$ cat config.mk
export PLATFORM = sky130hd
export DESIGN_NAME = param_fifo
export DESIGN_NICKNAME = d
export VERILOG_FILES = /design/src/rtl/param_fifo_pkg.sv /design/src/rtl/fifo_ram.sv /design/src/rtl/param_fifo.sv
export SDC_FILE = /design/constraint.sdc
export NUM_CORES = 2
export LEC_CHECK = 0
export ABC_AREA = 0
export CAP_MARGIN = 20
export CORE_MARGIN = 1.5
export CORE_UTILIZATION = 35
export CTS_CLUSTER_DIAMETER = 50
export DETAILED_ROUTE_END_ITERATION = 10
export PLACE_DENSITY = 0.61
export SLEW_MARGIN = 10
export SYNTH_ARGS = -nofsm -noshare
export SYNTH_HDL_FRONTEND = slang
export SYNTH_SLANG_ARGS = --single-unit
$ cat constraint.sdc
create_clock -name wr_clk -period 6 [get_ports wr_clk]
set_input_delay 1.8 -clock wr_clk [delete_from_list [all_inputs] [get_ports wr_clk]]
set_output_delay 1.8 -clock wr_clk [all_outputs]
set_load 0.02 [all_outputs]
$ cat src/rtl/param_fifo_pkg.sv
// Shared definitions for param_fifo: read-mode constants and pointer sizing.
package param_fifo_pkg;

  localparam int FWFT_OFF = 0;
  localparam int FWFT_ON  = 1;

  // Address bits plus one wrap bit, so full and empty are distinguishable.
  function automatic int ptr_width(input int depth);
    return $clog2(depth) + 1;
  endfunction

endpackage

$ cat src/rtl/fifo_ram.sv
// Simple dual-port RAM: synchronous write, registered read with read enable.
module fifo_ram #(
  parameter int DATA_WIDTH = 32,
  parameter int ADDR_WIDTH = 7
) (
  input  logic                  wr_clk,
  input  logic                  reset_n,
  input  logic                  wr_en,
  input  logic [ADDR_WIDTH-1:0] wr_addr,
  input  logic [DATA_WIDTH-1:0] wr_data,
  input  logic                  rd_en,
  input  logic [ADDR_WIDTH-1:0] rd_addr,
  output logic [DATA_WIDTH-1:0] rd_data
);

  logic [DATA_WIDTH-1:0] mem [0:(1 << ADDR_WIDTH)-1];

  // NOTE: the storage array has no reset so it can map onto block RAM; only
  // the read register is cleared.
  always_ff @(posedge wr_clk) begin
    if (wr_en) mem[wr_addr] <= wr_data;
  end

  // NOTE: sequential state is always assigned with <= so every flop samples
  // pre-edge values regardless of statement order.
  always_ff @(posedge wr_clk) begin
    if (!reset_n)   rd_data <= '0;
    else if (rd_en) rd_data <= mem[rd_addr];
  end

endmodule

$ cat src/rtl/param_fifo.sv
// Single-clock parameterised FIFO with standard or first-word-fall-through
// read, registered status flags and occupancy count.
module param_fifo
  import param_fifo_pkg::*;
#(
  parameter int DATA_WIDTH    = 32,
  parameter int DATA_DEPTH    = 128,
  parameter int FWFT          = 0,
  parameter int AFULL_THRESH  = DATA_DEPTH - 2,
  parameter int AEMPTY_THRESH = 2
) (
  input  logic                             wr_clk,
  input  logic                             reset_n,
  input  logic                             wr_en_i,
  input  logic [DATA_WIDTH-1:0]            wr_data_i,
  input  logic                             rd_en_i,
  output logic [DATA_WIDTH-1:0]            rd_data_o,
  output logic                             rd_valid_o,
  output logic                             full_o,
  output logic                             empty_o,
  output logic                             almost_full_o,
  output logic                             almost_empty_o,
  output logic                             overflow_o,
  output logic                             underflow_o,
  output logic [ptr_width(DATA_DEPTH)-1:0] count_o
);

  localparam int PW      = ptr_width(DATA_DEPTH);
  localparam int AW      = PW - 1;
  localparam bit IS_FWFT = (FWFT == FWFT_ON);

  typedef logic [PW-1:0] ptr_t;

  ptr_t wr_ptr, rd_ptr, wr_ptr_nxt, rd_ptr_nxt, count_nxt;
  logic wr_acc, rd_acc, rd_legal, fetch, out_load, mem_empty;
  logic ram_vld, ram_vld_nxt, out_vld, out_vld_nxt, std_vld;
  logic full_nxt, empty_nxt;
  logic [DATA_WIDTH-1:0] ram_q, out_reg;

  fifo_ram #(
    .DATA_WIDTH(DATA_WIDTH),
    .ADDR_WIDTH(AW)
  ) u_ram (
    .wr_clk (wr_clk),
    .reset_n(reset_n),
    .wr_en  (wr_acc),
    .wr_addr(wr_ptr[AW-1:0]),
    .wr_data(wr_data_i),
    .rd_en  (fetch),
    .rd_addr(rd_ptr[AW-1:0]),
    .rd_data(ram_q)
  );

  // In FWFT mode a word moves memory -> RAM read register (ram_vld) ->
  // output register (out_vld); both stages count as stored words.
  // NOTE: every always_comb output gets a default first so no path can infer
  // a latch.
  always_comb begin
    mem_empty   = (wr_ptr == rd_ptr);
    wr_acc      = wr_en_i && !full_o;
    rd_legal    = IS_FWFT ? out_vld : !empty_o;
    rd_acc      = rd_en_i && rd_legal;
    out_load    = IS_FWFT && ram_vld && (!out_vld || rd_acc);
    fetch       = IS_FWFT ? (!mem_empty && (!ram_vld || out_load)) : rd_acc;
    wr_ptr_nxt  = wr_ptr + ptr_t'(wr_acc);
    rd_ptr_nxt  = rd_ptr + ptr_t'(fetch);
    ram_vld_nxt = IS_FWFT && (fetch || (ram_vld && !out_load));
    out_vld_nxt = IS_FWFT && (out_load || (out_vld && !rd_acc));
    count_nxt   = (wr_ptr_nxt - rd_ptr_nxt) + ptr_t'(ram_vld_nxt) + ptr_t'(out_vld_nxt);
    if (IS_FWFT) begin
      full_nxt  = (count_nxt == ptr_t'(DATA_DEPTH));
      empty_nxt = !out_vld_nxt;
    end else begin
      full_nxt  = (wr_ptr_nxt[AW] != rd_ptr_nxt[AW]) &&
                  (wr_ptr_nxt[AW-1:0] == rd_ptr_nxt[AW-1:0]);
      empty_nxt = (wr_ptr_nxt == rd_ptr_nxt);
    end
  end

  always_ff @(posedge wr_clk) begin
    if (!reset_n) begin
      wr_ptr         <= '0;
      rd_ptr         <= '0;
      ram_vld        <= 1'b0;
      out_vld        <= 1'b0;
      out_reg        <= '0;
      std_vld        <= 1'b0;
      count_o        <= '0;
      full_o         <= 1'b0;
      empty_o        <= 1'b1;
      almost_full_o  <= 1'b0;
      almost_empty_o <= 1'b1;
      overflow_o     <= 1'b0;
      underflow_o    <= 1'b0;
    end else begin
      wr_ptr         <= wr_ptr_nxt;
      rd_ptr         <= rd_ptr_nxt;
      ram_vld        <= ram_vld_nxt;
      out_vld        <= out_vld_nxt;
      if (out_load) out_reg <= ram_q;
      std_vld        <= !IS_FWFT && rd_acc;
      count_o        <= count_nxt;
      full_o         <= full_nxt;
      empty_o        <= empty_nxt;
      almost_full_o  <= (count_nxt >= ptr_t'(AFULL_THRESH));
      almost_empty_o <= (count_nxt <= ptr_t'(AEMPTY_THRESH));
      overflow_o     <= wr_en_i && full_o;
      underflow_o    <= rd_en_i && !rd_legal;
    end
  end

  assign rd_valid_o = IS_FWFT ? out_vld : std_vld;
  assign rd_data_o  = IS_FWFT ? out_reg : ram_q;

endmodule

==> summary.txt <==
CTS
  • Root Driver: clkbuf_16
  • PostCTS Resize Cnt: 0
  • Clk_lat worst skew: between 0.9 and 1 ns
  • Clock Sinks: between 4000 and 5000
  • CTS Buffer Depth: 4
  • Post-CTS Setup Inserts: 0
  • TritonCTS buffer count: 426
  • CTS tree: built
  • Hold-fix buffers, CTS: 0
  • H-tree levels: 5
  • Clock slew seen by the registers of the worst setup and hold paths: about 0.06 ns

Timing
  • F_max: around 210 MHz
  • Setup ws final: 1.30 ns
  • Setup Viol. Count Final: 0
  • Final period utilization: about 80%
  • RSZ-0062 raised after global routing: no
  • Min Tclk post-route: approximately 4.7 ns
  • Final hold violations: 0
  • Max transition margin: about 22%
  • Worst hold margin: roughly 0.56 ns
  • Slew @ Worst Pin: 1.17 ns
  • Setup TNS: 0 ns
  • Fin Clk Skew: just over 0.07 ns
  • Max-slew violations: 0

Setup path
  • Worst path most repeated cell: ha_1
  • Crit path cell chain: clkdlybuf4s50_1, nor2b_1, ha_1, ha_1, ha_1, nor2b_1, o21ai_0, o221ai_1, a31oi_1, xnor2_1, or3_1, o31ai_1
  • Nature of the critical path startpoint: primary input
  • Kind of critical path: in -> reg
  • CP Max Fanout: 5
  • CP max stage cell: clkdlybuf4s50_1
  • Data required, critical path: 6.86 ns
  • Worst endpoint data arrival time: approximately 5.6 ns
  • CP peak stage delay: around 0.76 ns
  • CP endpoint kind: register

Floorplanning
  • Initial Util: between 30% and 40%
  • Number of top-level pins: 83
  • Die width: a little under 700 um
  • FP Rows: around 250
  • Die Area: about 460000 um^2
  • Core box area: between 400000 and 500000 um^2
  • Die Y: about 680 um

Run
  • Max cap viols: 0

Detailed routing
  • Drt total wl: approximately 440 mm
  • Number of vias per cell: 5.63
  • Routed vias: between 70000 and 80000
  • Iter 0 DRT Violations: 10900
  • Post-DRT Antenna Nets: 0
  • Drt wl/cell: 32.9 um
  • DRT Pass-1 Iters: 6
  • # DRC: 0

Place
  • Post-DP HPWL: between 200 and 300 mm
  • Input/output buffers: about 80
  • Place WS: between 0.3 and 0.4 ns
  • Placed cell areas: 169000 um^2
  • Cells after DPL: between 10000 and 15000
  • Routability Congestion: 0.877

Yosys
  • Yosys warnings: 0
  • Yosys top cell area share: between 70% and 80%
  • Synth Area per Inst: around 24 um^2
  • Post-synthesis cell count: between 6000 and 7000
  • Sequential share of the synthesized area: 78.3%
  • Syn Nets: about 6800
  • Synth area leader: edfxtp_1
  • Top-count cell post-synth: edfxtp_1
  • Synthesized area: ~160000 um^2
  • Asr flop ratio synth: 0%
  • Synth cell types: 57
  • Top FF cell, synth: edfxtp_1
  • Top cells by area, synth: edfxtp_1, mux4_2, dfxtp_1
  • Post-synth EDFFs: 4096
  • Synth Register Bits: roughly 4200
  • Commonest cells in the synthesized netlist: edfxtp_1, mux4_2, nor2_1, nand2_1, clkbuf_1

Final layout
  • Final cell count without fillers: ~14000
  • Nets: approximately 7200
  • Layout area overhead: 15.2%
  • Core Util, Final: between 40 and 50%
  • Non-Filler Cell Area, Final: 183000 um^2
  • Fillers: 39000
  • Share of cells above drive strength 1: around 30%

Power
  • LEAKAGE: approximately 55 nW
  • VDD IR max: between 200 and 300 uV
  • Design Power: ~63 mW
  • Power density cells: approximately 350 nW/um^2

Global route
  • Number of global-route vias before repair: ~76000
  • Largest net degree at the start of global routing: around 130
  • First-pass GRT wire length: a little over 600 mm
  • Gr usage total: 19.0%
  • Grt ovf: 0
  • Initial antenna violation count: 33

Status
  • Status: completed

Min path
  • Worst Hold Class: reg -> reg
## registers in the layout (all words and copies together), names as in the netlist
| register | flops |
|---|---|
| almost_empty_o | 1 |
| almost_full_o | 1 |
| count_o | 8 |
| empty_o | 1 |
| full_o | 1 |
| overflow_o | 1 |
| rd_ptr | 8 |
| rd_valid_o | 1 |
| u_ram.mem | 4096 |
| u_ram.rd_data | 32 |
| underflow_o | 1 |
| wr_ptr | 8 |
## placed cells by master, fill, tap and decap left out, types with 52 or more instances in the layout
master	count
nand2_1	174
clkbuf_16	430
buf_4	307
nor2_4	129
nor2_1	111
mux4_2	1159
a22oi_1	74
clkbuf_1	88
clkinv_1	78
edfxtp_1	4096
buf_12	52
a211oi_1	56
dfxtp_1	57
mux2i_1	67
clkinv_2	55
## per-layer routing
metal / routed length, um / track usage [%]
met1: 173000 / 25.6
met2: 214000 / 30.6
met3: 40800 / 3.86
met4: 18100 / 6.97
met5: 29 / 0
## critical path: cells and delay by family
kind | cells | cell delay (ns)
buffers and inverters | 1 | 0.76
AO/OA/AOI/OAI | 4 | 1.01
AND/OR/NAND/NOR | 3 | 0.99
adder cells (fa/ha/maj) | 3 | 0.86
XOR/XNOR | 1 | 0.13
## logic make-up after synthesis
kind of cell             Yosys count  share of synthesized area, %
AND/OR/NAND/NOR                  539                          1.45
multiplexers                    1248                          17.0
flip-flops                      4159                          78.3
AO/OA/AOI/OAI                    374                          1.70
XOR/XNOR                          24                         0.132
adder cells (fa/ha/maj)           10                        0.0804
buffers and inverters            382                          1.28
## power by group
part / switching (mW) / total [mW] / internal [mW]
Sequential: 0.161 / 32.2 / 32.0
Combinational: 2.75 / 4.82 / 2.07
Clock: 11.2 / 26.2 / 15.0
## final timing paths
kind / cells past startpoint / slack [ns] / end / start
worst max-delay path: 12 / 1.30 / almost_empty_o$_SDFF_PN1_ / wr_en_i
worst min-delay path: 2 / 0.56 / rd_ptr[7]$_SDFF_PN0_ / rd_ptr[7]$_SDFF_PN0_
worst max register to register: 8 / 1.46 / u_ram.rd_data[15]$_SDFFE_PN0N_ / rd_ptr[0]$_SDFF_PN0_
worst min register to register: 2 / 0.56 / rd_ptr[7]$_SDFF_PN0_ / rd_ptr[7]$_SDFF_PN0_
## final cells by class
class | instances | area (um^2) | area share [%]
clock inverter | 246 | 2590 | 1.42
timing repair buffer | 410 | 3850 | 2.10
clock buffer | 522 | 11100 | 6.10
multi-input combinational | 2195 | 33400 | 18.3
inverter | 10 | 46.3 | 0.0253
sequential | 4159 | 124000 | 68.0
tap | 5976 | 7480 | 4.09
antenna | 16 | 40.0 | 0.0219
No activity file was read; power rests on OpenSTA's default activity.
